**config.mk**
```make
export PLATFORM = sky130hd
export DESIGN_NAME = sha2_seq_ctrl
export DESIGN_NICKNAME = d
export VERILOG_FILES = /design/src/rtl/sha2_seq_ctrl_pkg.sv /design/src/rtl/sha2_seq_ctrl.sv
export SDC_FILE = /design/constraint.sdc
export NUM_CORES = 1
export LEC_CHECK = 0
export ABC_CLOCK_PERIOD_IN_PS = 3600
export BUFFER_PORTS_ARGS = -buffer_cell sky130_fd_sc_hd__buf_2
export CAP_MARGIN = 10
export CORE_MARGIN = 2
export CORE_UTILIZATION = 48
export CTS_BUF_LIST = sky130_fd_sc_hd__clkbuf_16
export DETAILED_ROUTE_END_ITERATION = 12
export GPL_TIMING_DRIVEN = 0
export PLACE_DENSITY = 0.86
export SLEW_MARGIN = 30
export SYNTH_ARGS = -nofsm -noshare
export SYNTH_HDL_FRONTEND = slang
export SYNTH_SLANG_ARGS = --single-unit
```
**constraint.sdc**
```tcl
create_clock -name clk_i -period 3.6 [get_ports clk_i]
set_input_delay 0.72 -clock clk_i [delete_from_list [all_inputs] [get_ports clk_i]]
set_output_delay 0.72 -clock clk_i [all_outputs]
set_load 0.01 [all_outputs]
```
**src/rtl/sha2_seq_ctrl_pkg.sv**
```systemverilog
// sha2_seq_ctrl_pkg
// Shared types and helpers for the SHA-2 request sequencer:
//   sha2_op_t         - operation codes understood by the combinational SHA-2 unit
//   sha2_seq_op_t     - request-level operation (SHA-256 single word / SHA-512 word pair)
//   sha2_seq_state_t  - sequencer FSM states
//   sha2_seq_is512    - request needs two unit passes
//   sha2_seq_pass_a_op / sha2_seq_pass_b_op - unit code for each pass of a request
`timescale 1ns/1ps

package sha2_seq_ctrl_pkg;

    typedef enum logic [3:0] {
        SIG0,
        SIG1,
        SUM0,
        SUM1,
        SIG0H,
        SIG0L,
        SIG1H,
        SIG1L,
        SUM0R,
        SUM1R
    } sha2_op_t;

    typedef enum logic [2:0] {
        SIG0_256,
        SIG1_256,
        SUM0_256,
        SUM1_256,
        SIG0_512,
        SIG1_512,
        SUM0_512,
        SUM1_512
    } sha2_seq_op_t;

    typedef enum logic [2:0] {
        StIdle,
        StPassA,
        StPassB,
        StResp,
        StWaitA,
        StWaitB
    } sha2_seq_state_t;

    function automatic logic sha2_seq_is512(input sha2_seq_op_t op);
        return op[2];
    endfunction

    // Pass A of a 512 op produces the high result word.
    function automatic sha2_op_t sha2_seq_pass_a_op(input sha2_seq_op_t op);
        sha2_op_t code;
        code = SIG0;
        case (op)
            SIG0_256: code = SIG0;
            SIG1_256: code = SIG1;
            SUM0_256: code = SUM0;
            SUM1_256: code = SUM1;
            SIG0_512: code = SIG0H;
            SIG1_512: code = SIG1H;
            SUM0_512: code = SUM0R;
            SUM1_512: code = SUM1R;
            default:  code = SIG0;
        endcase
        return code;
    endfunction

    // Pass B of a 512 op produces the low result word; 256 ops never run it.
    function automatic sha2_op_t sha2_seq_pass_b_op(input sha2_seq_op_t op);
        sha2_op_t code;
        code = SIG0;
        case (op)
            SIG0_512: code = SIG0L;
            SIG1_512: code = SIG1L;
            SUM0_512: code = SUM0R;
            SUM1_512: code = SUM1R;
            default:  code = sha2_seq_pass_a_op(op);
        endcase
        return code;
    endfunction

endpackage

```
**src/rtl/sha2_seq_ctrl.sv**
```systemverilog
// sha2_seq_ctrl
// Sequences one SHA-256 or SHA-512 sigma/sum request at a time through the shared
// combinational SHA-2 unit and holds the 64-bit result on a valid/ready response port.
//
// Ports:
//   clk_i, rst_i                 clock, synchronous active-high reset
//   req_valid_i / req_ready_o    request handshake; req_op_i, req_hi_i, req_lo_i payload
//   rsp_valid_o / rsp_ready_i    response handshake; rsp_hi_o, rsp_lo_o result
//   busy_o                       a request is in flight
//   sha2_en_o, sha2_op_o,
//   op_a_o, op_b_o               drive the SHA-2 unit
//   sha2_result_i                SHA-2 unit result
//
// Parameters:
//   ZERO_IDLE  1: operands forced to 0 when no pass runs; 0: last operands held.
//
// Build option:
//   SHA2_SEQ_RESULT_REG_EN  registers the unit result after each pass and inserts a
//                           WAIT state per pass (latency 3 / 5 instead of 2 / 3).
`timescale 1ns/1ps

module sha2_seq_ctrl
    import sha2_seq_ctrl_pkg::*;
#(
    parameter bit ZERO_IDLE = 1'b1
) (
    input  logic         clk_i,
    input  logic         rst_i,
    input  logic         req_valid_i,
    output logic         req_ready_o,
    input  sha2_seq_op_t req_op_i,
    input  logic [31:0]  req_hi_i,
    input  logic [31:0]  req_lo_i,
    output logic         rsp_valid_o,
    input  logic         rsp_ready_i,
    output logic [31:0]  rsp_hi_o,
    output logic [31:0]  rsp_lo_o,
    output logic         busy_o,
    output logic         sha2_en_o,
    output sha2_op_t     sha2_op_o,
    output logic [31:0]  op_a_o,
    output logic [31:0]  op_b_o,
    input  logic [31:0]  sha2_result_i
);

    sha2_seq_state_t r_state;
    sha2_seq_op_t    r_op;
    logic [31:0]     r_hi;
    logic [31:0]     r_lo;
    logic [31:0]     r_rsp_hi;
    logic [31:0]     r_rsp_lo;
    logic            r_en;
    sha2_op_t        r_sha2_op;
    logic [31:0]     r_op_a;
    logic [31:0]     r_op_b;

    logic            w_accept;
    logic [31:0]     w_pass_result;

`ifdef SHA2_SEQ_RESULT_REG_EN
    // Results are committed one cycle after each pass, from the staging register.
    localparam sha2_seq_state_t StEndA = StWaitA;
    localparam sha2_seq_state_t StEndB = StWaitB;

    logic [31:0] r_result;

    always_ff @(posedge clk_i) begin
        if (rst_i) begin
            r_result <= '0;
        end else if (r_en) begin
            r_result <= sha2_result_i;
        end
    end

    assign w_pass_result = r_result;
`else
    localparam sha2_seq_state_t StEndA = StPassA;
    localparam sha2_seq_state_t StEndB = StPassB;

    assign w_pass_result = sha2_result_i;
`endif

    assign w_accept = req_valid_i && (r_state == StIdle);

    always_ff @(posedge clk_i) begin
        if (rst_i) begin
            r_state   <= StIdle;
            r_op      <= SIG0_256;
            r_hi      <= '0;
            r_lo      <= '0;
            r_rsp_hi  <= '0;
            r_rsp_lo  <= '0;
            r_en      <= 1'b0;
            r_sha2_op <= SIG0;
            r_op_a    <= '0;
            r_op_b    <= '0;
        end else begin
            case (r_state)
                StIdle: begin
                    if (w_accept) begin
                        r_op      <= req_op_i;
                        r_hi      <= req_hi_i;
                        r_lo      <= req_lo_i;
                        r_state   <= StPassA;
                        r_en      <= 1'b1;
                        r_sha2_op <= sha2_seq_pass_a_op(req_op_i);
                        r_op_a    <= sha2_seq_is512(req_op_i) ? req_hi_i : req_lo_i;
                        r_op_b    <= sha2_seq_is512(req_op_i) ? req_lo_i : '0;
                    end
                end
`ifdef SHA2_SEQ_RESULT_REG_EN
                // Operands and op code stay put so the staged result matches them.
                StPassA: begin
                    r_en    <= 1'b0;
                    r_state <= StWaitA;
                end
                StPassB: begin
                    r_en    <= 1'b0;
                    r_state <= StWaitB;
                end
`endif
                StEndA: begin
                    if (sha2_seq_is512(r_op)) begin
                        r_rsp_hi  <= w_pass_result;
                        r_state   <= StPassB;
                        r_en      <= 1'b1;
                        r_sha2_op <= sha2_seq_pass_b_op(r_op);
                        r_op_a    <= r_lo;
                        r_op_b    <= r_hi;
                    end else begin
                        r_rsp_hi <= '0;
                        r_rsp_lo <= w_pass_result;
                        r_state  <= StResp;
                        r_en     <= 1'b0;
                        if (ZERO_IDLE) begin
                            r_op_a <= '0;
                            r_op_b <= '0;
                        end
                    end
                end
                StEndB: begin
                    r_rsp_lo <= w_pass_result;
                    r_state  <= StResp;
                    r_en     <= 1'b0;
                    if (ZERO_IDLE) begin
                        r_op_a <= '0;
                        r_op_b <= '0;
                    end
                end
                StResp: begin
                    // Back to IDLE only; the next accept waits one cycle.
                    if (rsp_ready_i) begin
                        r_state <= StIdle;
                    end
                end
                default: begin
                    r_state <= StIdle;
                    r_en    <= 1'b0;
                end
            endcase
        end
    end

    assign req_ready_o = (r_state == StIdle);
    assign busy_o      = (r_state != StIdle);
    assign rsp_valid_o = (r_state == StResp);
    assign rsp_hi_o    = r_rsp_hi;
    assign rsp_lo_o    = r_rsp_lo;
    assign sha2_en_o   = r_en;
    assign sha2_op_o   = r_sha2_op;
    assign op_a_o      = r_op_a;
    assign op_b_o      = r_op_b;

endmodule

```
Word level (Yosys, flattened, before mapping):

Memory sizes are Yosys's and may differ from the RTL's. A register that Yosys moved wholly into a read port is not among the register bits.
Cells that the tools add are included.

* register bits after elaboration: 203
* ROM bits: 64
* input bits: 103
* output and inout bits: 136
* logic and storage cells: 60
* memories: 2

* equality and inequality tests: 11
* mux-type cells: 24
* bitwise gates (word level): 1
* reductions and logical operators: 12

Memory list
* (no name shown): words 8, bits a word 4, rd ports 1, clocked after Yosys merged registers in 0, wr ports 0, RTL line sha2_seq_ctrl_pkg.sv:53 `case (op)`
* (no name shown): words 8, bits a word 4, rd ports 1, clocked after Yosys merged registers in 1, wr ports 0, RTL line sha2_seq_ctrl_pkg.sv:53

Operator list (count)
* $mux 32: 8
* $pmux 32 s3: 2
* $pmux 32 s2: 1
* $pmux 4 s4: 1
* $eq 3x3->1 const B: 4
* $mux 3: 4
* $pmux 3 s4: 1
* $reduce_and 2->1: 5
* $mux 4: 2
* $pmux 4 s2: 1
* $eq 3x2->1 const B: 2
* $reduce_bool 3->1: 2
* $ne 2x1->1 const B: 2
* $ne 2x2->1 const B: 2
* $reduce_bool 2->1: 2
* $eq 3x1->1 const B: 1
* $logic_not 3->1: 1
* $mux 1: 3
* $pmux 1 s3: 1
* $reduce_and 3->1: 1
* $logic_and 1x1->1: 1
* $not 1->1: 1

Logic depth before layout (Yosys ltp):

Gate-level depths: netlist (run 1).

* word-level depth: 5
* gate-level depth with buffers: 8
* gate-level depth less buffers: 6

Worst setup path before layout (run 1):

No wires, ideal clock.

* path type: register -> register
* start point: register r_state[0]
* end point: register r_op_b[10], in the netlist op_b_o[10]
* arrival: 1582 ps
* required time: 3468 ps
* slack: 1886 ps
* stages on the path, launching flop included: 9
* buffers on the path: 3
* period minus slack after synthesis: 1714 ps
* cell sequence: dfxtp_1 -> inv_1 -> ha_1 -> buf_6 -> and3_4 -> buf_6 -> buf_6 -> a221oi_2 -> nor3_1

* word-level cells in the longest chain between the ends: 4
* elaborated cells on any way between the ends: 8
* those cells by class: eq/ne: 3; mux: 1; reduce/logical: 4

Ends and longest elaborated chain
* start: declaration: RTL line sha2_seq_ctrl.sv:46 `sha2_seq_state_t r_state;`
* start signal: assignment: RTL line sha2_seq_ctrl.sv:87 `r_state <= StIdle;`
* start signal: assignment: RTL line sha2_seq_ctrl.sv:104 `r_state <= StPassA;`
* start signal: assignment: RTL line sha2_seq_ctrl.sv:125 `r_state <= StPassB;`
* $logic_not 3->1: RTL line sha2_seq_ctrl.sv:83, sha2_seq_ctrl.sv:98
* $logic_and 1x1->1: RTL line sha2_seq_ctrl.sv:83 `assign w_accept = req_valid_i && (r_state == StIdle);`
* $ne 2x1->1 (no line)
* $reduce_and 2->1 (no line)
* end signal: assignment: RTL line sha2_seq_ctrl.sv:108 `r_op_b <= sha2_seq_is512(req_op_i) ? req_lo_i : '0;`
* end signal: assignment: RTL line sha2_seq_ctrl.sv:129 `r_op_b <= r_hi;`
* end: declaration: RTL line sha2_seq_ctrl.sv:55 `logic [31:0] r_op_b;`

Several ways; a longest one is shown, not always the timed one.
A chain may end at the register's enable or synchronous reset.

Worst setup path in the final report (run 1):

* start point: register r_state[0]
* end point: output busy_o

* word-level cells in the longest chain between the ends: 1

Ends and longest elaborated chain
* $reduce_bool 3->1: RTL line sha2_seq_ctrl.sv:165 `assign busy_o = (r_state != StIdle);`
* end: declaration: RTL line sha2_seq_ctrl.sv:38 `output logic busy_o,`

Every way passes these cells.

==> qor.log, run 1 <==
[cts] latest clock arrival within the worst-skew pair 0.49 ns
[die] Cell Rows 47
[cts] number of buffers inserted by hold repair at cts 0
[critical_path] launching instance or port of the critical path r_state[0]
[critical_path] kind of start point of the critical path flip-flop
[synthesis] largest family of logic cells by synthesized area simple AND/OR/NAND/NOR gates
[cts] clock transition time at the flip-flop clock pins of the worst setup and hold paths 0.06 ns
[cts] number of buffers inserted by post-CTS setup repair 0
[route] vias after detailed routing 7999
[die] area enclosed by the die boundary 0.01822 sq mm
[route] Via density 5.520
[finish] Net count, final 1323
[timing] final worst setup slack 1.284 ns
[critical_path] Critical Path, Cell by Cell inv_1 -> ha_1 -> inv_1 -> buf_2
[timing] final critical-path required period 2.316 ns
[route] average wire per standard cell 17.53 microns
[route] Iteration-0 DRC Markers 521
[finish] core occupancy in the finished layout 0.6173
[route] count of antenna-violating nets left after detailed routing 0
[cts] number of clock buffers inserted by TritonCTS 21
[synthesis] synthesized-area fraction occupied by adder cells 0.006078
[synthesis] Synth Area in XOR/XNOR 0
[cts] clock root buffer master sky130_fd_sc_hd__clkbuf_16
[cts] clock buffer depth 3
[power_and_ir_drop] Peak VDD IR 0.0004865 V
[timing] Tcrit/Tclk final 0.6433
[cts] Clock Sink Count 202
[place] Detail Placement HPWL 18380 microns
[finish] count of non-filler cells in the finished layout 1449
[timing] number of slew-limit violations in the final report 0
[route] drc violations 0
[critical_path] slowest stage cell on the critical path sky130_fd_sc_hd__ha_1
[timing] clock tree skew after final layout 0.008992 ns
[synthesis] Ys Warns 0
[synthesis] count of unique library cells instantiated by Yosys 37
[timing] # setup viols final 0
[min_path] beginning of the worst hold path rsp_lo_o[12]
[status] status finished, final reports clean
[synthesis] post-synthesis net count 1063
[place] placed cell count 1413
[critical_path] CP Class reg -> out
[finish] most frequent cells in the layout sky130_fd_sc_hd__buf_2 (257), sky130_fd_sc_hd__dfxtp_1 (202), sky130_fd_sc_hd__nand2_1 (198), sky130_fd_sc_hd__nor2_1 (136), sky130_fd_sc_hd__a21oi_1 (102)
[timing] transition at the pin with the smallest max-transition slack 0.6995 ns
[global_route] total global routing overflow 0
[die] Core Box Area 0.01670 sq mm
[critical_path] dominant cell type by count on the critical path sky130_fd_sc_hd__inv_1
[global_route] total global-route track usage 0.2688
[die] I/O pin count 239
[synthesis] Avg Inst Size Synth 8.613 sq um
[finish] Layout area overhead 25.21%
[critical_path] Required @ worst endpoint 2.88 ns
[min_path] HP Class reg -> reg
[critical_path] Data arrival, critical path 1.60 ns
[timing] unrepaired setup endpoints after global routing false
[die] die width 135.0 microns
[cts] clock tree from TritonCTS done
[synthesis] mux share of post-synthesis cell area 0.04300
[timing] setup TNS 0 ns
[finish] fraction of final layout cells with drive strength greater than 1 0.2926
[synthesis] FF+latch count, synth 202
[cts] post-CTS sizing 0
[power_and_ir_drop] power per cell area 877.0 mW/mm^2
[timing] Max Freq 431.8 MHz
[critical_path] CP Max Fanout 8
[synthesis] post-synthesis compound-gate area fraction 0.1871
[global_route] wire length of the first global-routing pass 39400 microns
[route] detailed-router iteration count before antenna repair 5
[synthesis] share of synthesized area occupied by flip-flops and latches 0.4911
[synthesis] Simple-Gate Fraction of Synth Area 0.2067
[place] cell area reported after detailed placement 0.009696 sq mm
[critical_path] Reg2Reg Launch Point r_state[0]
[global_route] number of global-route vias before repair 7756
[timing] Final Hold Viols 0
[place] setup slack after placement 1.523 ns
[critical_path] maximum cell stage delay along the critical path 0.36 ns
[timing] headroom to the max-slew limit 0.5337
[finish] post-route cell area 0.01031 sq mm
[die] Die Span Y 135.0 microns
[global_route] maximum number of pins on one net before global-route repair 14
[power_and_ir_drop] Lkg Pwr 4.630 nW
[cts] maximum level of the CTS H-tree 1
[place] total of buffers placed on input and output ports 237
[place] gp weighted congestion 0.8514
[timing] worst hold slack after final layout 0.4519 ns
[finish] most common cell after layout, fill and taps aside sky130_fd_sc_hd__buf_2
[synthesis] synthesized instance count 956
[die] Initial Utilization 0.4930
[critical_path] endpoint class of the critical path primary output
[global_route] number of antenna violations at the first check in global routing 2
[synthesis] post-synthesis instance area 0.008234 sq mm
[run] max_cap viols 0
[route] wire length after detailed routing 25400 microns
[power_and_ir_drop] overall power after layout 9.042 mW
[worst max-delay path, delay by kind of cell, from the launching register on]
| family | cells | cell delay, ns |
|---|---|---|
| fa+ha+maj | 1 | 0.36 |
| buf+inv | 3 | 0.41 |
| flops | 1 | 0.34 |
[final timing paths]
path	endpoint	slack, ns	cells after the start
max	busy_o	1.28	4
min	rsp_lo_o[12]	0.45	2
max reg2reg	op_b_o[14]	1.57	7
min reg2reg	rsp_lo_o[12]	0.45	2
[sequential cells by signal (all words and copies together), names as in the netlist]
| register | flops |
|---|---|
| r_op | 3 |
| rsp_lo_o | 32 |
| op_a_o | 32 |
| r_state | 2 |
| sha2_op_o | 4 |
| rsp_hi_o | 32 |
| op_b_o | 32 |
| sha2_en_o | 1 |
| r_hi | 32 |
| r_lo | 32 |
[layer usage]
metal	up-vias	GRT usage	wire [microns]	share of wire
met2	376	0.4616	12110	0.48
met4	0	0.08102	595	0.023
met1	3785	0.3350	10350	0.41
met5	-	0	0	0
li1	3791	-	-	-
met3	47	0.06532	2342	0.092
[synthesized netlist by cell type, drive strengths merged]
cell type    n  area (sq um)
and3         1         11.26
and2         3         18.77
a211oi      34         255.2
a311oi       1         8.760
nand2      199         754.5
nor2b        1         6.260
or2          1         6.260
and2b        1         10.01
a31oi        2         12.51
mux2i       35         354.1
nand3        1         5.000
a21oi      105         544.3
clkbuf      23         87.58
a22oi       31         232.7
a221oi      32         455.4
a21o         1         8.760
o31ai        1         7.510
dfxtp      202          4044
nand2b       4         27.53
ha           4         50.05
buf         61         437.9
inv          5         18.76
o21ai        3         15.01
nor3        68         340.3
nor2       137         521.8
[power breakdown]
part           total (mW)  leakage [nW]  internal, mW  switching (mW)
registers            3.23          1.66          2.88           0.350
clock network        2.01         0.311          1.12           0.886
logic                3.80          2.66          1.45            2.36
total                9.04          4.63          5.45            3.59
[cell type report]
cell class                      count  area (sq um)
Multi-Input combinational cell    665          3646
Fill cell                        1433          6391
Buffer                             84         525.5
Sequential cell                   202          4044
Clock buffer                       21         525.5
Tap cell                          220         275.3
Inverter                            5         18.77
Timing Repair Buffer              237          1186
Antenna cell                        2         5.005
Clock inverter                     13         83.83
[cell families (layout without fill, tap and decap cells)]
| kind of cell | Yosys count | after routing |
|---|---|---|
| multiplexers | 35 | 35 |
| buffers and inverters | 89 | 360 |
| AND/OR/NAND/NOR | 416 | 416 |
| adder cells (fa/ha/maj) | 4 | 4 |
| AO/OA/AOI/OAI | 210 | 210 |
| other | 0 | 2 |
| flip-flops | 202 | 202 |
Note: power is estimated with default switching activity, not from simulation.
==> run 2, diff against run 1 <==
- ABC_CLOCK_PERIOD_IN_PS: 3600 -> 2050
- CORE_UTILIZATION: 48 -> 47
- PLACE_DENSITY: 0.86 -> 0.87
- clock period: 3.6 -> 2.05 ns (I/O delays scaled with it)
==> qor.log, run 2 (synthesis results as in run 1) <==
[status] status finished, final reports clean [unchanged]
[route] average wire per standard cell 17.46 microns [was 17.53 microns]
[timing] number of slew-limit violations in the final report 0 [unchanged]
[critical_path] slowest stage cell on the critical path sky130_fd_sc_hd__dfxtp_2 [was sky130_fd_sc_hd__ha_1]
[critical_path] CP Class reg -> out [unchanged]
[run] max_cap viols 0 [unchanged]
[finish] count of non-filler cells in the finished layout 1458 [was 1449]
[global_route] total global routing overflow 0 [unchanged]
[route] detailed-router iteration count before antenna repair 5 [unchanged]
[timing] unrepaired setup endpoints after global routing false [unchanged]
[power_and_ir_drop] Peak VDD IR 0.0009021 V [was 0.0004865 V]
[global_route] total global-route track usage 0.2653 [was 0.2688]
[critical_path] Data arrival, critical path 1.55 ns [was 1.60 ns]
[timing] final critical-path required period 1.963 ns
[die] Cell Rows 48 [was 47]
[cts] clock transition time at the flip-flop clock pins of the worst setup and hold paths 0.06 ns [about the same]
[cts] clock root buffer master sky130_fd_sc_hd__clkbuf_16 [unchanged]
[global_route] number of antenna violations at the first check in global routing 3 [was 2]
[route] vias after detailed routing 7888 [was 7999]
[finish] most common cell after layout, fill and taps aside sky130_fd_sc_hd__buf_2 [unchanged]
[min_path] HP Class in -> reg [was reg -> reg]
[timing] Tcrit/Tclk final 0.9574
[critical_path] CP Max Fanout 8 [unchanged]
[die] I/O pin count 239 [unchanged]
[critical_path] kind of start point of the critical path flip-flop [unchanged]
[finish] Layout area overhead 25.98% [was 25.21%]
[route] count of antenna-violating nets left after detailed routing 0 [unchanged]
[timing] # setup viols final 0 [unchanged]
[place] cell area reported after detailed placement 0.009702 sq mm [was 0.009696 sq mm]
[die] Core Box Area 0.01724 sq mm [was 0.01670 sq mm]
[timing] transition at the pin with the smallest max-transition slack 0.6941 ns [was 0.6995 ns]
[critical_path] Top Family by Delay on Critical Path buffers and inverters [unchanged]
[critical_path] number of buffer and inverter instances along the worst setup path 3 [unchanged]
[cts] number of clock buffers inserted by TritonCTS 21 [unchanged]
[global_route] number of global-route vias before repair 7485 [was 7756]
[critical_path] Critical Path, Cell by Cell inv_1 -> ha_2 -> inv_1 -> buf_2 [was inv_1 -> ha_1 -> inv_1 -> buf_2]
[finish] Net count, final 1323 [unchanged]
[place] gp weighted congestion 0.8737 [was 0.8514]
[route] Iteration-0 DRC Markers 543 [was 521]
[critical_path] Required @ worst endpoint 1.64 ns [was 2.88 ns]
[finish] most frequent cells in the layout sky130_fd_sc_hd__buf_2 (257), sky130_fd_sc_hd__dfxtp_1 (201), sky130_fd_sc_hd__nand2_1 (198), sky130_fd_sc_hd__nor2_1 (136), sky130_fd_sc_hd__a21oi_1 (102) [was sky130_fd_sc_hd__buf_2 (257), sky130_fd_sc_hd__dfxtp_1 (202), sky130_fd_sc_hd__nand2_1 (198), sky130_fd_sc_hd__nor2_1 (136), sky130_fd_sc_hd__a21oi_1 (102)]
[timing] Final Hold Viols 0 [unchanged]
[power_and_ir_drop] Lkg Pwr 4.662 nW [was 4.630 nW]
[finish] post-route cell area 0.01037 sq mm [was 0.01031 sq mm]
[timing] headroom to the max-slew limit 0.5373 [was 0.5337]
[cts] maximum level of the CTS H-tree 1 [unchanged]
[place] total of buffers placed on input and output ports 237 [unchanged]
[finish] Filler Cell Count 1511 [was 1433]
[cts] Clock Sink Count 202 [unchanged]
[place] placed cell count 1418 [was 1413]
[timing] worst hold slack after final layout 0.1650 ns [was 0.4519 ns]
[die] Initial Utilization 0.4777 [was 0.4930]
[die] die width 136.4 microns [was 135.0 microns]
[cts] latest clock arrival within the worst-skew pair 0.49 ns [about the same]
[finish] fraction of final layout cells with drive strength greater than 1 0.2992 [was 0.2926]
[route] drc violations 0 [unchanged]
[cts] clock tree from TritonCTS done [unchanged]
[timing] Max Freq 509.5 MHz
[timing] clock tree skew after final layout 0.005257 ns [was 0.008992 ns]
[route] wire length after detailed routing 25450 microns [was 25400 microns]
[critical_path] maximum cell stage delay along the critical path 0.34 ns [was 0.36 ns]
[critical_path] dominant cell type by count on the critical path sky130_fd_sc_hd__inv_1 [unchanged]
[cts] clock buffer depth 3 [unchanged]
[place] Detail Placement HPWL 18450 microns [was 18380 microns]
[timing] setup TNS 0 ns [unchanged]
[die] Die Span Y 136.4 microns [was 135.0 microns]
[global_route] maximum number of pins on one net before global-route repair 15 [was 14]
[global_route] wire length of the first global-routing pass 38700 microns [was 39400 microns]
[power_and_ir_drop] power per cell area 1550 mW/mm^2 [was 877.0 mW/mm^2]
[die] area enclosed by the die boundary 0.01859 sq mm [was 0.01822 sq mm]
[route] Via density 5.410 [was 5.520]
[cts] number of buffers inserted by hold repair at cts 0 [unchanged]
[critical_path] endpoint class of the critical path primary output [unchanged]
run 2: routing by layer:
| metal | part of all wire | vias up | global-route usage |
|---|---|---|---|
| met5 | 0 | - | 0 |
| met4 | 0.026 | 0 | 0.1036 |
| met3 | 0.083 | 49 | 0.06152 |
| met2 | 0.48 | 346 | 0.4444 |
| met1 | 0.41 | 3677 | 0.3304 |
| li1 | - | 3816 | - |
run 2: cell type report:
cell class | count | area (sq um) | share of cell area
Multi-Input combinational cell | 665 | 3654 | 0.3522
Sequential cell | 202 | 4045 | 0.3899
Antenna cell | 3 | 7.507 | 0.0007237
Buffer | 84 | 531.8 | 0.05126
Clock inverter | 16 | 123.9 | 0.01194
Tap cell | 225 | 281.5 | 0.02714
Clock buffer | 21 | 525.5 | 0.05066
Inverter | 5 | 18.77 | 0.001809
Timing Repair Buffer | 237 | 1186 | 0.1143
run 2: path summary, 6_finish.rpt:
path	from	end	slack (ns)	depth (start not counted)
hold / removal	req_hi_i[29]	r_hi[29]	0.16	3
setup reg to reg	r_state[0]	op_a_o[2]	0.10	8
hold reg to reg	rsp_lo_o[22]	rsp_lo_o[22]	0.45	2
setup / recovery	r_state[0]	busy_o	0.09	4
run 2: power breakdown:
part	leakage (nW)	total [mW]	switching, mW	internal, mW
sequential	1.66	5.65	0.594	5.06
clock	0.328	3.69	1.58	2.11
combinational	2.68	6.74	4.17	2.57
run 2: tightest hold or removal path, delay by kind of cell:
kind                   cells  cell delay (ns)
buffers and inverters      1             0.10
and+or+nand+nor            1             0.05
AOI/OAI and AO/OA          1             0.05
run 2: stage by stage:
stage | util | total power, mW | setup slack (ns)
6_report | 0.6018 | 16.08 | 0.08727
5_1_grt | 0.6018 | 17.04 | 0.02564
4_1_cts | 0.6008 | 16.08 | 0.009422
3_5_place_dp | 0.5629 | 12.36 | -0.1181
3_3_place_gp | 0.5629 | 12.18 | 0.05360
2_1_floorplan | - | 10.02 | 0.3355
run 2: timing repair:
action / 4_1_cts / 5_1_grt
buffers inserted: 0 / 0
resized for setup: 2 / 8
pin swaps: 0 / 0
endpoints found under the setup margin: 13 / 24
cloned: 0 / 0
